File: src/rtl/icsp_program_loader_pkg.sv
// Shared opcodes, frame lengths and FSM states for the ICSP loader.
// ST_ERASE only exists when ICSP_BULK_ERASE_EN is defined.
package icsp_program_loader_pkg;

  localparam int CMD_BITS   = 6;
  localparam int FRAME_BITS = 16;

  localparam logic [5:0] CMD_LOAD       = 6'h02;
  localparam logic [5:0] CMD_READ       = 6'h04;
  localparam logic [5:0] CMD_INCR       = 6'h06;
  localparam logic [5:0] CMD_PROG       = 6'h08;
  localparam logic [5:0] CMD_BULK_ERASE = 6'h09;
  localparam logic [5:0] CMD_RESET_ADDR = 6'h16;

  localparam logic [13:0] ERASE_FILL = 14'h3FFF;

  typedef enum logic [2:0] {
    ST_IDLE,
    ST_CMD,
    ST_LOAD_DATA,
    ST_READ_FETCH,
    ST_READ_CAPTURE,
    ST_READ_SHIFT,
    ST_PROG
`ifdef ICSP_BULK_ERASE_EN
    , ST_ERASE
`endif
  } state_e;

endpackage

File: src/rtl/icsp_program_loader_sync_edge.sv
// Multi-flop synchroniser with single-cycle rise/fall pulses
// taken on the synchronised level.
module icsp_sync_edge #(
  parameter int STAGES = 2
) (
  input  logic clk,
  input  logic rst,
  input  logic d_i,
  output logic q_o,
  output logic rise_o,
  output logic fall_o
);

  logic [STAGES-1:0] sync_q;
  logic              prev_q;

  always_ff @(posedge clk or posedge rst) begin
    if (rst) begin
      sync_q <= '0;
      prev_q <= 1'b0;
    end else begin
      sync_q <= (sync_q << 1) | STAGES'(d_i);
      prev_q <= sync_q[STAGES-1];
    end
  end

  assign q_o    = sync_q[STAGES-1];
  assign rise_o = q_o & ~prev_q;
  assign fall_o = ~q_o & prev_q;

endmodule

File: src/rtl/icsp_program_loader.sv
// ICSP serial programming responder driving the program memory port.
// Define ICSP_BULK_ERASE_EN to add the 0x09 bulk-erase command.
module icsp_program_loader
  import icsp_program_loader_pkg::*;
#(
  parameter int ADDR_WIDTH  = 13,
  parameter int DATA_WIDTH  = 14,
  parameter int SYNC_STAGES = 2,
  parameter int PROG_CYCLES = 16
) (
  input  logic                  clk,
  input  logic                  rst,
  input  logic                  prog_mode,
  input  logic                  icsp_clk,
  input  logic                  icsp_dat_in,
  output logic                  icsp_dat_out,
  output logic                  icsp_dat_oe,
  output logic                  core_hold,
  output logic [ADDR_WIDTH-1:0] pm_addr,
  output logic                  pm_wr_en,
  output logic [DATA_WIDTH-1:0] pm_wr_data,
  output logic                  pm_rd_en,
  input  logic [DATA_WIDTH-1:0] pm_rd_data,
  output logic                  busy
);

  localparam int CNT_MAX =
    (PROG_CYCLES > FRAME_BITS) ? PROG_CYCLES : FRAME_BITS;
  localparam int CNT_W = $clog2(CNT_MAX) + 1;

  logic mode_s, clk_s, dat_s;
  logic clk_rise, clk_fall;
  logic clk_s_unused;
  logic dat_rise_unused, dat_fall_unused;
  logic mode_rise_unused, mode_fall_unused;

  icsp_sync_edge #(.STAGES(SYNC_STAGES)) u_sync_clk (
    .clk(clk), .rst(rst), .d_i(icsp_clk),
    .q_o(clk_s), .rise_o(clk_rise), .fall_o(clk_fall)
  );

  icsp_sync_edge #(.STAGES(SYNC_STAGES)) u_sync_dat (
    .clk(clk), .rst(rst), .d_i(icsp_dat_in),
    .q_o(dat_s), .rise_o(dat_rise_unused),
    .fall_o(dat_fall_unused)
  );

  icsp_sync_edge #(.STAGES(SYNC_STAGES)) u_sync_mode (
    .clk(clk), .rst(rst), .d_i(prog_mode),
    .q_o(mode_s), .rise_o(mode_rise_unused),
    .fall_o(mode_fall_unused)
  );

  assign clk_s_unused = clk_s;

  state_e                state_q, state_d;
  logic [ADDR_WIDTH-1:0] addr_q, addr_d;
  logic [DATA_WIDTH-1:0] latch_q, latch_d;
  logic [FRAME_BITS-1:0] shift_q, shift_d;
  logic [CNT_W-1:0]      cnt_q, cnt_d;
  logic                  wr_en_q, wr_en_d;
  logic [DATA_WIDTH-1:0] wr_data_q, wr_data_d;
  logic                  rd_en_q, rd_en_d;
  logic                  oe_q, oe_d;
  logic                  dout_q, dout_d;
  logic                  busy_q, busy_d;
  logic                  hold_q;

  logic [FRAME_BITS-1:0] nxt;
  logic [CMD_BITS-1:0]   cmd;

  assign nxt = {dat_s, shift_q[FRAME_BITS-1:1]};
  assign cmd = nxt[FRAME_BITS-1 -: CMD_BITS];

  always_ff @(posedge clk or posedge rst) begin
    if (rst) begin
      state_q   <= ST_IDLE;
      addr_q    <= '0;
      latch_q   <= '0;
      shift_q   <= '0;
      cnt_q     <= '0;
      wr_en_q   <= 1'b0;
      wr_data_q <= '0;
      rd_en_q   <= 1'b0;
      oe_q      <= 1'b0;
      dout_q    <= 1'b0;
      busy_q    <= 1'b0;
      hold_q    <= 1'b0;
    end else begin
      state_q   <= state_d;
      addr_q    <= addr_d;
      latch_q   <= latch_d;
      shift_q   <= shift_d;
      cnt_q     <= cnt_d;
      wr_en_q   <= wr_en_d;
      wr_data_q <= wr_data_d;
      rd_en_q   <= rd_en_d;
      oe_q      <= oe_d;
      dout_q    <= dout_d;
      busy_q    <= busy_d;
      hold_q    <= mode_s;
    end
  end

  always_comb begin
    state_d   = state_q;
    addr_d    = addr_q;
    latch_d   = latch_q;
    shift_d   = shift_q;
    cnt_d     = cnt_q;
    wr_en_d   = 1'b0;
    wr_data_d = '0;
    rd_en_d   = 1'b0;
    oe_d      = oe_q;
    dout_d    = dout_q;
    busy_d    = busy_q;

    // Dropping prog_mode abandons everything except the latch.
    if (!mode_s && state_q != ST_IDLE) begin
      state_d = ST_IDLE;
      addr_d  = '0;
      shift_d = '0;
      cnt_d   = '0;
      oe_d    = 1'b0;
      dout_d  = 1'b0;
      busy_d  = 1'b0;
    end else begin
      unique case (state_q)
        ST_IDLE: begin
          if (mode_s) begin
            state_d = ST_CMD;
            cnt_d   = '0;
          end
        end
        ST_CMD: begin
          if (clk_fall) begin
            shift_d = nxt;
            cnt_d   = cnt_q + CNT_W'(1);
            if (cnt_q == CNT_W'(CMD_BITS - 1)) begin
              cnt_d = '0;
              case (cmd)
                CMD_LOAD: state_d = ST_LOAD_DATA;
                CMD_READ: begin
                  state_d = ST_READ_FETCH;
                  rd_en_d = 1'b1;
                end
                CMD_INCR: addr_d = addr_q + ADDR_WIDTH'(1);
                CMD_PROG: begin
                  state_d   = ST_PROG;
                  wr_en_d   = 1'b1;
                  wr_data_d = latch_q;
                  busy_d    = 1'b1;
                end
                CMD_RESET_ADDR: addr_d = '0;
`ifdef ICSP_BULK_ERASE_EN
                CMD_BULK_ERASE: begin
                  state_d   = ST_ERASE;
                  addr_d    = '0;
                  wr_en_d   = 1'b1;
                  wr_data_d = DATA_WIDTH'(ERASE_FILL);
                  busy_d    = 1'b1;
                end
`endif
                default: ;
              endcase
            end
          end
        end
        ST_LOAD_DATA: begin
          if (clk_fall) begin
            shift_d = nxt;
            cnt_d   = cnt_q + CNT_W'(1);
            if (cnt_q == CNT_W'(FRAME_BITS - 1)) begin
              latch_d = nxt[DATA_WIDTH:1];
              cnt_d   = '0;
              state_d = ST_CMD;
            end
          end
        end
        ST_READ_FETCH: state_d = ST_READ_CAPTURE;
        ST_READ_CAPTURE: begin
          shift_d = {1'b0, pm_rd_data, 1'b0};
          oe_d    = 1'b1;
          cnt_d   = '0;
          state_d = ST_READ_SHIFT;
        end
        ST_READ_SHIFT: begin
          if (clk_rise) begin
            dout_d  = shift_q[0];
            shift_d = shift_q >> 1;
          end else if (clk_fall) begin
            cnt_d = cnt_q + CNT_W'(1);
            if (cnt_q == CNT_W'(FRAME_BITS - 1)) begin
              cnt_d   = '0;
              oe_d    = 1'b0;
              dout_d  = 1'b0;
              state_d = ST_CMD;
            end
          end
        end
        ST_PROG: begin
          cnt_d = cnt_q + CNT_W'(1);
          if (cnt_q == CNT_W'(PROG_CYCLES - 1)) begin
            cnt_d   = '0;
            busy_d  = 1'b0;
            state_d = ST_CMD;
          end
        end
`ifdef ICSP_BULK_ERASE_EN
        ST_ERASE: begin
          if (addr_q == '1) begin
            addr_d  = '0;
            busy_d  = 1'b0;
            state_d = ST_CMD;
          end else begin
            addr_d    = addr_q + ADDR_WIDTH'(1);
            wr_en_d   = 1'b1;
            wr_data_d = DATA_WIDTH'(ERASE_FILL);
          end
        end
`endif
        default: state_d = ST_IDLE;
      endcase
    end
  end

  assign pm_addr      = addr_q;
  assign pm_wr_en     = wr_en_q;
  assign pm_wr_data   = wr_data_q;
  assign pm_rd_en     = rd_en_q;
  assign icsp_dat_out = dout_q;
  assign icsp_dat_oe  = oe_q;
  assign busy         = busy_q;
  assign core_hold    = hold_q;

endmodule

File: config.mk
export PLATFORM = sky130hd
export DESIGN_NAME = icsp_program_loader
export DESIGN_NICKNAME = d
export VERILOG_FILES = /design/src/rtl/icsp_program_loader_pkg.sv /design/src/rtl/icsp_program_loader_sync_edge.sv /design/src/rtl/icsp_program_loader.sv
export SDC_FILE = /design/constraint.sdc
export NUM_CORES = 1
export LEC_CHECK = 0
export ABC_AREA = 0
export CAP_MARGIN = 20
export CORE_AREA = 3 3 116 118
export DETAILED_ROUTE_END_ITERATION = 12
export DIE_AREA = 0 0 119 121
export PLACE_DENSITY = 0.59
export REMOVE_ABC_BUFFERS = 1
export SKIP_LAST_GASP = 1
export SLEW_MARGIN = 10
export SYNTH_ARGS = -nofsm -noshare
export SYNTH_HDL_FRONTEND = slang
export SYNTH_HIERARCHICAL = 1
export SYNTH_SLANG_ARGS = --single-unit
File: constraint.sdc
create_clock -name clk -period 2.4 [get_ports clk]
set_input_delay 0.48 -clock clk [delete_from_list [all_inputs] [get_ports clk]]
set_output_delay 0.48 -clock clk [all_outputs]
set_load 0.02 [all_outputs]
==> impl_metrics.json <==
{
  "wl_per_cell_um": 14.0,
  "finalHoldViolCount": 0,
  "fin_crit_sh_pct": 94.8,
  "rsz0062_at_grt": "no",
  "reg2reg_depth": 6,
  "place_congestion": 0.833,
  "synth_area_um2": 3650,
  "slew_headroom_pct": 44.2,
  "clk_pin_slew_ns": 0.06,
  "drive_gt1_share_pct": 16.9,
  "cpMaxStageDelayCell": "or3_1",
  "seqPwrFrac_pct": 38.8,
  "cts_tree": "yes",
  "worstMarginPinSlew_ns": 0.834,
  "drt_pre_antenna_iters": 4,
  "grt_first_pass_wirelength_um": 13700,
  "core_um2": 12600,
  "clockPowerShare_pct": 32.7,
  "fin_tns_setup_ns": 0,
  "via_per_inst": 4.79,
  "drt_iter0_markers": 349,
  "final_cell_mix": "dfrtp_1 (78), clkdlybuf4s50_1 (51), nand2_1 (48)",
  "p_int_mw": 2.82,
  "powerDensity_nw_per_um2": 882,
  "drcViolationCount": 0,
  "cts_buffer_depth": 2,
  "ctsHoldBuffers": 0,
  "clock_latency_ns": 0.34,
  "diodes": 0,
  "ir_drop_v": 0.000403,
  "die_w_um": 119,
  "path_delay_family": "simple AND/OR/NAND/NOR gates",
  "path_buf_inv": 0,
  "worst-endpoint-arrival_ns": 2.49,
  "numCtsBuffers": 9,
  "min-delay-start": "u_sync_clk/sync_q[0]",
  "track_usage_pct": 11.8,
  "nets": 433,
  "io_pins": 52,
  "status": "completed",
  "leakagePower_nw": 2.03,
  "setup_viol": 0,
  "antenna_found_initial": 0,
  "dp_cells": 571,
  "clockRootBuffer": "clkbuf_16",
  "portBuffers": 51,
  "required_ns": 2.62,
  "swShare_pct": 32.6,
  "instances_no_fill": 587,
  "fmax_mhz": 440,
  "comb_power_share_pct": 28.5,
  "syn_avg_cell_area_um2": 10.4,
  "die_area_um2": 14400,
  "n_fill_cell": 1226,
  "die_h_um": 121,
  "final_antenna_net_count": 0,
  "period_needed_ns": 2.27,
  "path_cells": "ha_1, nand3_1, nor2_1, nand2_1, or3_1, mux2_2",
  "cts.sinks": 78,
  "clock_skew_ns": 0.00877,
  "totalWireLength_um": 8240,
  "r2r_start": "cnt_q[0]",
  "end_kind": "flop",
  "crit_fanout": 14,
  "yosysWarnings": 6,
  "drv_cap": 0,
  "initial_utilization_pct": 29.0,
  "cpPeakStageDelay_ns": 0.65,
  "hp-class": "reg2reg",
  "path_class": "reg2reg",
  "gr-total-overflow": 0,
  "syn2layout_area_growth_pct": 30.1,
  "cts_max_level": 3,
  "p_sw_mw": 1.37,
  "final_common_cell": "dfrtp_1",
  "holdPathEnd": "u_sync_clk/sync_q[1]",
  "critical_path.startpoint_type": "flop",
  "vias": 2810,
  "drv_slew": 0,
  "r2r_end": "latch_q[12]",
  "core.rowCount": 41,
  "grt_pass1_vias": 2711,
  "whs_path_depth": 0,
  "hpwlAfterDp_um": 5830,
  "cts_resized": 0,
  "syn-instance-count": 350,
  "cts_setup_buffers": 0,
  "ff2ff_setup_slack_ns": 0.13,
  "grt_max_degree": 30
}
==> metrics by stage <==
step / util [%] / setup WS, ns / instance area, um2 / hold WS (ns) / total power [mW]
after floorplan: - / 0.123 / 3570 / 0.221 / 2.39
after global placement: 35.4 / 0.254 / 4450 / 0.332 / 2.81
after detailed placement: 35.4 / 0.182 / 4450 / 0.335 / 2.83
after CTS: 37.8 / 0.149 / 4750 / 0.348 / 4.22
after global routing: 37.8 / 0.000797 / 4750 / 0.363 / 4.44
final: 37.8 / 0.126 / 4750 / 0.346 / 4.19
==> cell type report <==
class	count	area (um2)	share of cell area, %
tap	172	215	4.53
clock inverter	6	70.1	1.48
clock buffer	10	229	4.82
timing repair buffer	68	663	14.0
inverter	11	41.3	0.870
multi-input combinational	242	1580	33.2
sequential	78	1950	41.1
==> sequential cells by signal, summed over array words and instances (netlist names) <==
register            count
u_sync_clk/prev_q       1
cnt_q                   5
state_q                 3
pm_rd_en                1
core_hold               1
icsp_dat_out            1
u_sync_clk/sync_q       2
u_sync_dat/sync_q       2
pm_wr_en                1
shift_q                16
busy                    1
pm_wr_data             14
icsp_dat_oe             1
latch_q                14
pm_addr                13
u_sync_mode/sync_q      2
==> worst reg2reg max path, stage by stage (launching register included) <==
cell and delay [ns]:
dfrtp_1 0.40, ha_1 0.19, nand3_1 0.17, nor2_1 0.26, nand2_1 0.10, or3_1 0.65, mux2_2 0.40
==> layer usage <==
layer  routed length (um)  global-route usage [%]  part of all wire (%)  up-vias
met2                 3790                    18.6                    46       79
met5                    0                       0                     0        -
li1                     -                       -                     -     1372
met4                  142                    3.98                   1.7        0
met1                 3980                    15.7                    48     1344
met3                  330                    3.17                   4.0       15
==> power groups by stage <==
stage                     sequential (mW)  combinational (mW)  clock (mW)
after floorplan                      1.65               0.741           0
after global placement               1.64                1.17           0
after detailed placement             1.65                1.18           0
after CTS                            1.62                1.19        1.40
after global routing                 1.65                1.32        1.46
final                                1.62                1.19        1.37
==> worst max path at each step <==
stage / from / to / cells past startpoint
after detailed placement: cnt_q[1] / pm_addr[8] / 7
after global routing: cnt_q[0] / latch_q[12] / 6
after global placement: cnt_q[0] / latch_q[13] / 6
after CTS: cnt_q[0] / latch_q[12] / 6
after floorplan: rst / busy / 1
final: cnt_q[0] / latch_q[12] / 6
(Power assumes the default switching activity.)
